`config.mk`:
```
export PLATFORM = sky130hd
export DESIGN_NAME = seven_seg_scan_ctrl
export DESIGN_NICKNAME = d
export VERILOG_FILES = /design/src/rtl/seven_seg_scan_ctrl_pkg.sv /design/src/rtl/seven_seg_scan_ctrl_scan_timer.sv /design/src/rtl/seven_seg_scan_ctrl.sv
export SDC_FILE = /design/constraint.sdc
export NUM_CORES = 1
export LEC_CHECK = 0
export ABC_CLOCK_PERIOD_IN_PS = 3300
export BUFFER_PORTS_ARGS = -buffer_cell sky130_fd_sc_hd__clkbuf_2
export CAP_MARGIN = 40
export CORE_MARGIN = 3
export CORE_UTILIZATION = 57
export DETAILED_ROUTE_END_ITERATION = 10
export PLACE_DENSITY = 0.74
export REMOVE_ABC_BUFFERS = 1
export SLEW_MARGIN = 20
export SYNTH_ARGS = -nofsm -noshare
export SYNTH_HDL_FRONTEND = slang
export SYNTH_HIERARCHICAL = 1
export SYNTH_SLANG_ARGS = --single-unit
```
`constraint.sdc`:
```
create_clock -name clk_i -period 3.3 [get_ports clk_i]
set_input_delay 0.33 -clock clk_i [delete_from_list [all_inputs] [get_ports clk_i]]
set_output_delay 0.33 -clock clk_i [all_outputs]
set_load 0.01 [all_outputs]
```
`src/rtl/seven_seg_scan_ctrl_pkg.sv`:
```
// Shared definitions for the multiplexed seven-segment scan controller.
package seven_seg_scan_ctrl_pkg;

  localparam logic [3:0] BLANK_CODE = 4'hF;

  typedef enum logic {
    DEAD  = 1'b0,
    DRIVE = 1'b1
  } scan_state_e;

endpackage

```
`src/rtl/seven_seg_scan_ctrl_scan_timer.sv`:
```
// Slot counter and digit index for the display scan; flags the last dead-time
// cycle, the end of each slot and the end of each frame.
module seven_seg_scan_ctrl_scan_timer
  import seven_seg_scan_ctrl_pkg::*;
#(
  parameter int SLOT_CYCLES = 50000,
  parameter int N_DIGITS    = 4,
  parameter int DEAD_CYCLES = 500
) (
  input  logic                        clk_i,
  input  logic                        rst_n_i,
  output logic [$clog2(N_DIGITS)-1:0] idx_o,
  output logic                        last_dead_o,
  output logic                        slot_wrap_o,
  output logic                        frame_wrap_o
);

  localparam int CNT_W = $clog2(SLOT_CYCLES);
  localparam int IDX_W = $clog2(N_DIGITS);

  logic [CNT_W-1:0] cnt_q, cnt_d;
  logic [IDX_W-1:0] idx_q, idx_d;

  assign slot_wrap_o  = (cnt_q == CNT_W'(SLOT_CYCLES - 1));
  assign frame_wrap_o = slot_wrap_o && (idx_q == IDX_W'(N_DIGITS - 1));
  assign last_dead_o  = (cnt_q == CNT_W'(DEAD_CYCLES - 1));
  assign idx_o        = idx_q;

  always_comb begin
    cnt_d = cnt_q + 1'b1;
    idx_d = idx_q;
    if (slot_wrap_o) begin
      cnt_d = '0;
      idx_d = frame_wrap_o ? '0 : idx_q + 1'b1;
    end
  end

  always_ff @(posedge clk_i or negedge rst_n_i) begin
    if (!rst_n_i) begin
      cnt_q <= '0;
      idx_q <= '0;
    end else begin
      cnt_q <= cnt_d;
      idx_q <= idx_d;
    end
  end

endmodule

```
`src/rtl/seven_seg_scan_ctrl.sv`:
```
// Scans N_DIGITS BCD digits onto one shared decoder with dead time, leading-zero
// blanking, decimal points and frame-aligned value updates.
module seven_seg_scan_ctrl
  import seven_seg_scan_ctrl_pkg::*;
#(
  parameter int N_DIGITS    = 4,
  parameter int SLOT_CYCLES = 50000,
  parameter int DEAD_CYCLES = 500
) (
  input  logic                  clk_i,
  input  logic                  rst_n_i,
  input  logic                  upd_valid_i,
  output logic                  upd_ready_o,
  input  logic [4*N_DIGITS-1:0] upd_digits_i,
  input  logic [N_DIGITS-1:0]   upd_dp_i,
  input  logic                  lz_en_i,
  input  logic                  blank_all_i,
  output logic [3:0]            dec_code_o,
  output logic [N_DIGITS-1:0]   an_n_o,
  output logic                  dp_n_o,
  output logic                  frame_start_o
);

  localparam int IDX_W = $clog2(N_DIGITS);
  localparam logic [N_DIGITS-1:0] AN_ALL_OFF = '1;

  logic [IDX_W-1:0] idx;
  logic             last_dead, slot_wrap, frame_wrap;

  scan_state_e state_q, state_d;

  logic [4*N_DIGITS-1:0] pend_digits_q, pend_digits_d;
  logic [N_DIGITS-1:0]   pend_dp_q, pend_dp_d;
  logic                  pend_full_q, pend_full_d;
  logic [4*N_DIGITS-1:0] act_digits_q, act_digits_d;
  logic [N_DIGITS-1:0]   act_dp_q, act_dp_d;

  logic [N_DIGITS-1:0] lz_blank;
  logic                lz_lead;
  logic [3:0]          cur_digit;

  logic [N_DIGITS-1:0] an_n_q, an_n_d;
  logic [3:0]          dec_q, dec_d;
  logic                dp_n_q, dp_n_d;
  logic                frame_start_q, frame_start_d;

  seven_seg_scan_ctrl_scan_timer #(
    .SLOT_CYCLES (SLOT_CYCLES),
    .N_DIGITS    (N_DIGITS),
    .DEAD_CYCLES (DEAD_CYCLES)
  ) u_timer (
    .clk_i        (clk_i),
    .rst_n_i      (rst_n_i),
    .idx_o        (idx),
    .last_dead_o  (last_dead),
    .slot_wrap_o  (slot_wrap),
    .frame_wrap_o (frame_wrap)
  );

  // The state register stays aligned with the slot counter: DEAD while cnt < DEAD_CYCLES.
  always_comb begin
    state_d = state_q;
    case (state_q)
      DEAD:    if (last_dead) state_d = DRIVE;
      DRIVE:   if (slot_wrap) state_d = DEAD;
      default: state_d = DEAD;
    endcase
  end

  // Only a value already pending before the boundary cycle is promoted, so a
  // value accepted in that same cycle waits a full frame.
  always_comb begin
    pend_digits_d = pend_digits_q;
    pend_dp_d     = pend_dp_q;
    pend_full_d   = pend_full_q;
    act_digits_d  = act_digits_q;
    act_dp_d      = act_dp_q;
    if (frame_wrap && pend_full_q) begin
      act_digits_d = pend_digits_q;
      act_dp_d     = pend_dp_q;
      pend_full_d  = 1'b0;
    end
    if (upd_valid_i && !pend_full_q) begin
      pend_digits_d = upd_digits_i;
      pend_dp_d     = upd_dp_i;
      pend_full_d   = 1'b1;
    end
  end

  always_comb begin
    lz_blank = '0;
    lz_lead  = lz_en_i;
    for (int i = N_DIGITS - 1; i >= 1; i--) begin
      if (act_digits_q[4*i +: 4] != 4'd0) lz_lead = 1'b0;
      lz_blank[i] = lz_lead;
    end
  end

  assign cur_digit = act_digits_q[{idx, 2'b00} +: 4];

  always_comb begin
    an_n_d        = AN_ALL_OFF;
    dec_d         = BLANK_CODE;
    dp_n_d        = 1'b1;
    frame_start_d = frame_wrap;
    if (state_q == DRIVE && !lz_blank[idx]) begin
      an_n_d[idx] = 1'b0;
      dec_d       = cur_digit;
      dp_n_d      = ~act_dp_q[idx];
    end
    if (blank_all_i) begin
      an_n_d = AN_ALL_OFF;
      dp_n_d = 1'b1;
    end
  end

  always_ff @(posedge clk_i or negedge rst_n_i) begin
    if (!rst_n_i) begin
      state_q       <= DEAD;
      pend_digits_q <= '0;
      pend_dp_q     <= '0;
      pend_full_q   <= 1'b0;
      act_digits_q  <= {N_DIGITS{BLANK_CODE}};
      act_dp_q      <= '0;
      an_n_q        <= AN_ALL_OFF;
      dec_q         <= BLANK_CODE;
      dp_n_q        <= 1'b1;
      frame_start_q <= 1'b0;
    end else begin
      state_q       <= state_d;
      pend_digits_q <= pend_digits_d;
      pend_dp_q     <= pend_dp_d;
      pend_full_q   <= pend_full_d;
      act_digits_q  <= act_digits_d;
      act_dp_q      <= act_dp_d;
      an_n_q        <= an_n_d;
      dec_q         <= dec_d;
      dp_n_q        <= dp_n_d;
      frame_start_q <= frame_start_d;
    end
  end

  assign upd_ready_o   = !pend_full_q;
  assign an_n_o        = an_n_q;
  assign dec_code_o    = dec_q;
  assign dp_n_o        = dp_n_q;
  assign frame_start_o = frame_start_q;

endmodule

```
==> summary by stage, run 1 <==
Cells and area
The number of antenna diodes is 0. The area growth from synthesis to layout is 16.4%. The fraction of final layout cells with drive strength greater than 1 is 0.508. The total of fill cells in the finished design is 363. Once layout is complete, the utilization of the core stands at 0.710. The total area of sequential cells is between 1500 and 2000 um2. The number of non-filler instances in the completed layout is about 330.

In the final design database the tool counted 284 nets. Summing all multi-input logic gate instances after layout gives 1180 um2.

STA
The relative slew slack is 0.591. The number of max-slew violations in the final report is 0. The worst clock skew on the final layout is 0.0100 ns. The final-layout worst hold slack is ~0.20 ns. The number of hold-slack violations in the final timing report is 0.

At the pin with the least slew margin, the transition time is 0.609 ns. In the finished design, the share of the clock period the worst path needs comes to 0.739. The post-route minimum period is between 2 and 2.5 ns. Static timing analysis puts the maximum clock frequency at about 410 MHz.

Setup repair after global routing left no endpoint under its margin. Setup violations remaining at the end of the flow were counted as 0. Summed over all failing endpoints, the final setup total negative slack is 0 ns.

Logic synthesis
The synthesized design contains 70 register bits. Sorting the synthesized cells by how often they occur yields sky130_fd_sc_hd__dfrtp_1, sky130_fd_sc_hd__mux2_2, sky130_fd_sc_hd__dfstp_2, sky130_fd_sc_hd__nor2_1, sky130_fd_sc_hd__xor2_1. The fraction of synthesized cell area taken by the top area cell type is 0.376. The cell type contributing the most total cell area after synthesis is sky130_fd_sc_hd__dfrtp_1. The most frequently used flop master after synthesis is sky130_fd_sc_hd__dfrtp_1. After synthesis, the cell types taking the most area are sky130_fd_sc_hd__dfrtp_1, sky130_fd_sc_hd__dfstp_2, sky130_fd_sc_hd__mux2_2. The number of enable flip-flop cells after synthesis is 0. The synthesized area per cell is between 10 and 15 um2. The dominant cell by count in the synthesized netlist is sky130_fd_sc_hd__dfrtp_1. The portion of the post-synthesis area used by sequential elements is 0.595. The mapped cell area is 3000 um2. The share of synthesized flip-flops with an asynchronous set or reset is 1.00. The cell count after synthesis came out at about 210. The count of unique library cells instantiated by Yosys is 40. The total of warnings raised by yosys is 6.

Floorplan
From bottom edge to top edge, the die measures between 70 and 80 um. The die is between 70 and 80 um wide. Pin placement for this block handled 36 I/O pins.

The region available for standard cell placement spans between 4000 and 5000 um2. The initial core utilization is 0.610. The die covers 6160 um2.

The floorplan has 25 rows.

Drt
The remaining antenna violation count after routing is 0. The routed length per instance is between 15 and 20 um. The first TritonRoute pass finished after 4 iterations. The DRC violation total after the first TritonRoute iteration is between 90 and 100. For this block, the routed nets add up to about 5000 um of wire.

The number of design rule violations left after detail routing is 0. The total via count after detailed routing is 1,784. The mean number of vias per cell is roughly 5.4.

Critical path
STA classifies the critical path startpoint as a register. Grouping stages by cell kind, the critical path spends the most delay in simple AND/OR/NAND/NOR gates. STA classifies the critical path endpoint as a register.

The critical path data required time is roughly 3.5 ns. The delay contributed by the slowest stage of the critical path is about 0.55 ns. The slack of the worst reg-to-reg path is around 0.86 ns. The library cell contributing the largest single delay on the critical path is sky130_fd_sc_hd__or4_1. Counting both buffers and inverters, the worst setup path holds a total of 1. The worst setup path is of the reg2reg kind. The largest fanout on the critical path is 21. Walking the worst path, the cells encountered are or4_1, or3_2, nor3_4, and2_1, nand2_1, buf_4, mux2_2. Data on the critical path arrives at its endpoint at ~2.7 ns.

Global routing
The initial antenna violation count came to 0. The number of global-route vias before repair is around 1,800. The first-pass GRT wire length is 8690 um.

Summed over all layers, the global routing overflow is 0. The maximum number of pins on one net before global-route repair is 60. For this run, the total global-route usage over all layers was measured as 0.186.

CTS
The buffer depth of the longest clock path is 2. The count of hold buffers inserted by post-cts repair is 1. After clock tree synthesis, the clock-pin slew on the worst setup and hold paths is approximately 0.07 ns.

The clock root buffer is sky130_fd_sc_hd__clkbuf_8. The number of clock sinks is 70. The number of levels in the clock H-tree is 3. The post-cts repair resize count is 0.

The TritonCTS clock tree is yes. The clock insertion delay at the later pin of the skew report is 0.35 ns. The post-CTS repair timing setup buffer count is 0. The total CTS buffers is 9.

Power
The final total power is between 1500 and 2000 uW. In this run the power density over the cells is 459 nW/um2. Across the VDD grid, the largest voltage drop is 0.328 mV.

The leakage power of the design is 0.00160 uW.

Placed design
In this run the tool buffered the top-level ports with 35 buffer cells. The cell total after placement is between 300 and 400. The final weighted congestion of routability-driven global placement is around 0.90. Detailed placement ended at an HPWL of about 3600 um.

Status
The run finished with clean final reports.

Flow run
The number of violations of the max-capacitance limit is 0.

Min path
The tightest min-delay check is of the in2reg type.
-- per-layer routing --
| metal | GRT usage | part of all wire | vias up |
|---|---|---|---|
| met4 | 0.105 | 0.019 | 0 |
| met1 | 0.269 | 0.49 | 874 |
| met5 | 0 | 0 | - |
| met3 | 0.0482 | 0.052 | 10 |
| met2 | 0.255 | 0.43 | 46 |
| li1 | - | - | 854 |
-- final cells by class --
class / instances / share of cell area
Tap cell: 67 / 0.0240
Clock inverter: 5 / 0.00969
Timing Repair Buffer: 40 / 0.0696
Multi-Input combinational cell: 133 / 0.338
Clock buffer: 11 / 0.0434
Inverter: 3 / 0.00323
Sequential cell: 70 / 0.511
-- through the flow --
step,worst slack [ns],instance area [um2]
finish,0.862,3490
global route,0.753,3490
CTS,0.855,3490
detailed placement,0.864,3290
global placement,0.916,3250
floorplan,0.752,2970
-- layout by cell type (no fill, tap or decap), types with 2 or more instances in the layout --
| cell | Yosys | final |
|---|---|---|
| sky130_fd_sc_hd__ha_1 | 2 | 2 |
| sky130_fd_sc_hd__inv_1 | 3 | 3 |
| sky130_fd_sc_hd__nand3b_1 | 2 | 2 |
| sky130_fd_sc_hd__buf_4 | 0 | 2 |
| sky130_fd_sc_hd__clkbuf_2 | 0 | 34 |
| sky130_fd_sc_hd__o21ai_1 | 4 | 4 |
| sky130_fd_sc_hd__clkbuf_8 | 0 | 11 |
| sky130_fd_sc_hd__nor3_1 | 2 | 2 |
| sky130_fd_sc_hd__nor2b_1 | 6 | 5 |
| sky130_fd_sc_hd__nand2_1 | 7 | 7 |
| sky130_fd_sc_hd__and3_1 | 2 | 2 |
| sky130_fd_sc_hd__clkinvlp_4 | 0 | 2 |
| sky130_fd_sc_hd__dfstp_2 | 25 | 25 |
| sky130_fd_sc_hd__mux4_1 | 2 | 2 |
| sky130_fd_sc_hd__dfrtp_1 | 45 | 45 |
| sky130_fd_sc_hd__nand3_1 | 6 | 6 |
| sky130_fd_sc_hd__nor2_1 | 13 | 13 |
| sky130_fd_sc_hd__xor2_1 | 8 | 8 |
| sky130_fd_sc_hd__clkinv_2 | 0 | 2 |
| sky130_fd_sc_hd__mux4_2 | 3 | 3 |
| sky130_fd_sc_hd__or4_1 | 3 | 3 |
| sky130_fd_sc_hd__nor4_1 | 5 | 5 |
| sky130_fd_sc_hd__xnor2_1 | 6 | 6 |
| sky130_fd_sc_hd__mux2_2 | 41 | 41 |
| sky130_fd_sc_hd__nand4_1 | 4 | 4 |
-- power by group --
part / total (uW) / switching, uW / internal (uW)
clock: 624 / 312 / 312
sequential: 908 / 16.6 / 891
combinational: 67.4 / 28.6 / 38.8
-- sequential cells by signal (all words and copies together), names as in the netlist --
| name | cells |
|---|---|
| dp_n_o | 1 |
| pend_digits_q | 16 |
| pend_full_q | 1 |
| u_timer/idx_o | 2 |
| pend_dp_q | 4 |
| u_timer/cnt_q | 16 |
| frame_start_o | 1 |
| state_q | 1 |
| act_digits_q | 16 |
| dec_code_o | 4 |
| act_dp_q | 4 |
| an_n_o | 4 |
-- worst reg2reg max path, delay by kind of cell, from the launching register on --
kind | cells | cell delay (ns)
buffers and inverters | 1 | 0.22
DFF | 1 | 0.42
and+or+nand+nor | 5 | 1.38
muxes | 1 | 0.30
-- final timing paths --
path,start,to,cells past startpoint
max,u_timer/cnt_q[10],act_dp_q[2],7
max in group asynchronous,rst_n_i,act_digits_q[12],4
max reg2reg,u_timer/cnt_q[10],act_dp_q[2],7
min,upd_valid_i,pend_full_q,2
min in group asynchronous,rst_n_i,u_timer/cnt_q[12],3
min reg2reg,act_dp_q[2],act_dp_q[2],1
-- cells by family (layout without fill, tap and decap cells) --
| kind of cell | count (synthesis) | after routing | share of synthesized area |
|---|---|---|---|
| multiplexers | 48 | 48 | 0.203 |
| AND/OR/NAND/NOR | 59 | 59 | 0.118 |
| buffers and inverters | 9 | 59 | 0.0117 |
| adder cells (fa/ha/maj) | 2 | 2 | 0.00835 |
| AO/OA/AOI/OAI | 10 | 10 | 0.0230 |
| flip-flops | 70 | 70 | 0.595 |
| XOR/XNOR | 14 | 14 | 0.0409 |
Note: power is estimated with default switching activity, not from simulation.
==> run 2, diff against run 1 <==
--- a/config.mk
+++ b/config.mk
@@ -5,7 +5,7 @@
 export SDC_FILE = /design/constraint.sdc
 export NUM_CORES = 1
 export LEC_CHECK = 0
-export ABC_CLOCK_PERIOD_IN_PS = 3300
+export ABC_CLOCK_PERIOD_IN_PS = 2400
 export BUFFER_PORTS_ARGS = -buffer_cell sky130_fd_sc_hd__clkbuf_2
 export CAP_MARGIN = 40
 export CORE_MARGIN = 3
==> constraint.sdc (replaced) <==
create_clock -name clk_i -period 2.4 [get_ports clk_i]
set_input_delay 0.24 -clock clk_i [delete_from_list [all_inputs] [get_ports clk_i]]
set_output_delay 0.24 -clock clk_i [all_outputs]
set_load 0.01 [all_outputs]
==> summary by stage, run 2 (synthesized netlist as in run 1, its figures left out) <==
STA
The number of hold-slack violations in the final timing report is 0 (unchanged). The post-route minimum period was 2.35 ns (-0.0912 ns). The highest clock frequency the design can meet is 426 MHz (+3.9%). The count of final setup violators came to 0 (unchanged). The portion of the clock cycle consumed by the worst path in the final layout is 0.978 (+0.239). The final-layout worst hold slack is 0.126 ns (-0.0720 ns). The relative slew slack came to 0.676 (+0.0852). The number of max-slew violations in the final report is 0 (unchanged). The slew at the pin with the worst max-slew slack came to 0.486 ns (-0.123 ns). The worst clock skew on the final layout is 0.0106 ns (+0.000609 ns).

Flow run
The number of violations of the max-capacitance limit is 0 (unchanged).

Placed design
The cell total after placement is 319 (+2.2%). The quantity of I/O buffers inserted on ports came to 35 (unchanged). The final weighted congestion of routability-driven global placement is 0.855 (-5.3%). The half-perimeter wire length of the detailed placement result was 3600 um (+1.3%).

Cells and area
The post-synthesis to final-layout area growth is 18.0%. The number of antenna diodes came to 0 (unchanged). The final standard cell utilization of the core is 0.720 (+0.0102). The number of nets in the final layout is 291 (+2.5%). The largest registers in the layout are act_digits_q: 16 flops, pend_digits_q: 16 flops, u_timer/cnt_q: 16 flops. The total of fill cells in the finished design came to 359 (-1.1%). The number of non-filler instances in the completed layout is 336 (+2.1%). The library cells used most frequently in the layout, excluding fill and tap cells, are sky130_fd_sc_hd__dfrtp_1, sky130_fd_sc_hd__mux2_2, sky130_fd_sc_hd__clkbuf_2. The fraction of final layout cells with drive strength greater than 1 came to 0.509 (+0.00166). The library cell used most frequently in the layout, excluding fill and tap cells, is sky130_fd_sc_hd__dfrtp_1.

CTS
The clock root buffer is sky130_fd_sc_hd__clkbuf_8. The clock transition at the registers of the reported paths was 0.07 ns (about the same). The total CTS buffers was 9 (unchanged).

The number of clock sinks was 70 (unchanged). The post-CTS repair timing setup buffer count was 0 (unchanged). TritonCTS built the clock tree.

The number of levels in the clock H-tree came to 3 (unchanged). The clock insertion delay at the later pin of the skew report was 0.34 ns (about the same). The buffer depth of the longest clock path is 2 (unchanged).

Critical path
STA classifies the critical path startpoint as a register. The type of element capturing the critical path is a register. The critical path data required time is 2.61 ns (-0.92 ns). The critical path arrival is 2.56 ns (-0.11 ns). The startpoint-to-endpoint class of the critical path is reg2reg. The largest fanout on the critical path is 9 (-57%).

Drt
The total length of routed wires is 5060 um (+1.9%). The number of detailed-routing iterations run before antenna repair is 4 (unchanged). The routed length per instance is 15.1 um (-0.19%).

The remaining antenna violation count after routing is 0 (unchanged). The number of design rule violations left after detail routing was 0 (unchanged). The total via count after detailed routing is 1,807 (+1.3%). The DRC violation total after the first TritonRoute iteration is 105 (+14%).

The mean number of vias per cell is 5.38 (-0.82%).

Min path
The worst hold path belongs to the class in2reg.

Power
The final total power is 2240 uW (+40%). The leakage power of the design is 0.00164 uW (+2.4%). The largest voltage drop on the vdd net is 0.471 mV (+44%). The power density over the cells is 632 nW/um2 (+38%).

Global routing
The first-pass GRT wire length is 8580 um (-1.2%). The initial antenna violation count is 0 (unchanged). The total grt overflow came to 0 (unchanged). The global routing usage summed across all routing layers was 0.182 (-0.00446). The maximum number of pins on one net before global-route repair is 59 (-1.7%). The number of global-route vias before repair is 1,799 (-0.99%).

Status
The run finished with clean final reports.

Floorplan
The initial core utilization came to 0.610 (unchanged). The I/O pin total is 36 (unchanged). The die span in y is 78.5 um (unchanged). The count of standard-cell rows was 25 (unchanged). The die outline width is 78.5 um (unchanged). The standard cell core area was 4910 um2 (unchanged).

The die area is 6160 um2 (unchanged).
[run 2: final timing paths]
check                                   from           endpoint  slack, ns  cells after the start
setup reg to reg           u_timer/cnt_q[10]        act_dp_q[0]       0.05                      7
hold / removal                   upd_valid_i        pend_full_q       0.13                      2
setup / recovery           u_timer/cnt_q[10]        act_dp_q[0]       0.05                      7
hold reg to reg             pend_digits_q[4]   pend_digits_q[4]       0.51                      1
min in group asynchronous            rst_n_i  u_timer/cnt_q[12]       0.33                      2
max in group asynchronous            rst_n_i    act_digits_q[8]       1.43                      3
[run 2: final cells by class]
class	count	area [um2]	share of cell area
Sequential cell	70	1780	0.504
Multi-Input combinational cell	133	1180	0.334
Clock buffer	14	153	0.0432
Inverter	3	11.3	0.00318
Clock inverter	2	35.0	0.00991
Tap cell	67	83.8	0.0237
Timing Repair Buffer	47	288	0.0814
[run 2: layer usage]
layer / global-route usage / part of all wire / vias to the layer above
li1: - / - / 868
met5: 0 / 0 / -
met2: 0.250 / 0.43 / 46
met1: 0.276 / 0.51 / 885
met4: 0.0629 / 0.015 / 0
met3: 0.0528 / 0.046 / 8
[run 2: through the flow]
stage / worst slack [ns] / cell area (um2) / setup TNS, ns
final: 0.0537 / 3540 / 0
after global routing: -0.0287 / 3540 / -0.108
after CTS: 0.0381 / 3530 / 0
after detailed placement: 0.0683 / 3330 / 0
after global placement: 0.130 / 3330 / 0
after floorplan: -0.148 / 2970 / -2.30
[run 2: critical path, cell delays in order, from the launching register on]
cell	delay [ns]
sky130_fd_sc_hd__dfrtp_1	0.38
sky130_fd_sc_hd__or4_1	0.54
sky130_fd_sc_hd__or3_2	0.46
sky130_fd_sc_hd__nor3_4	0.13
sky130_fd_sc_hd__and2_1	0.19
sky130_fd_sc_hd__nand2_2	0.10
sky130_fd_sc_hd__buf_6	0.16
sky130_fd_sc_hd__mux2_2	0.26
[run 2: repair_timing]
action,CTS,global route
hold buffers,1,0
hold endpoints to repair,12,0
resized for setup,0,3
setup endpoints to repair,0,13
[run 2: power breakdown]
part           switching (uW)  internal, uW  total (uW)  leakage [uW]
combinational            38.6          50.9        89.5      0.000712
clock                     388           509         897     0.0000947
sequential               23.5          1230        1250      0.000830
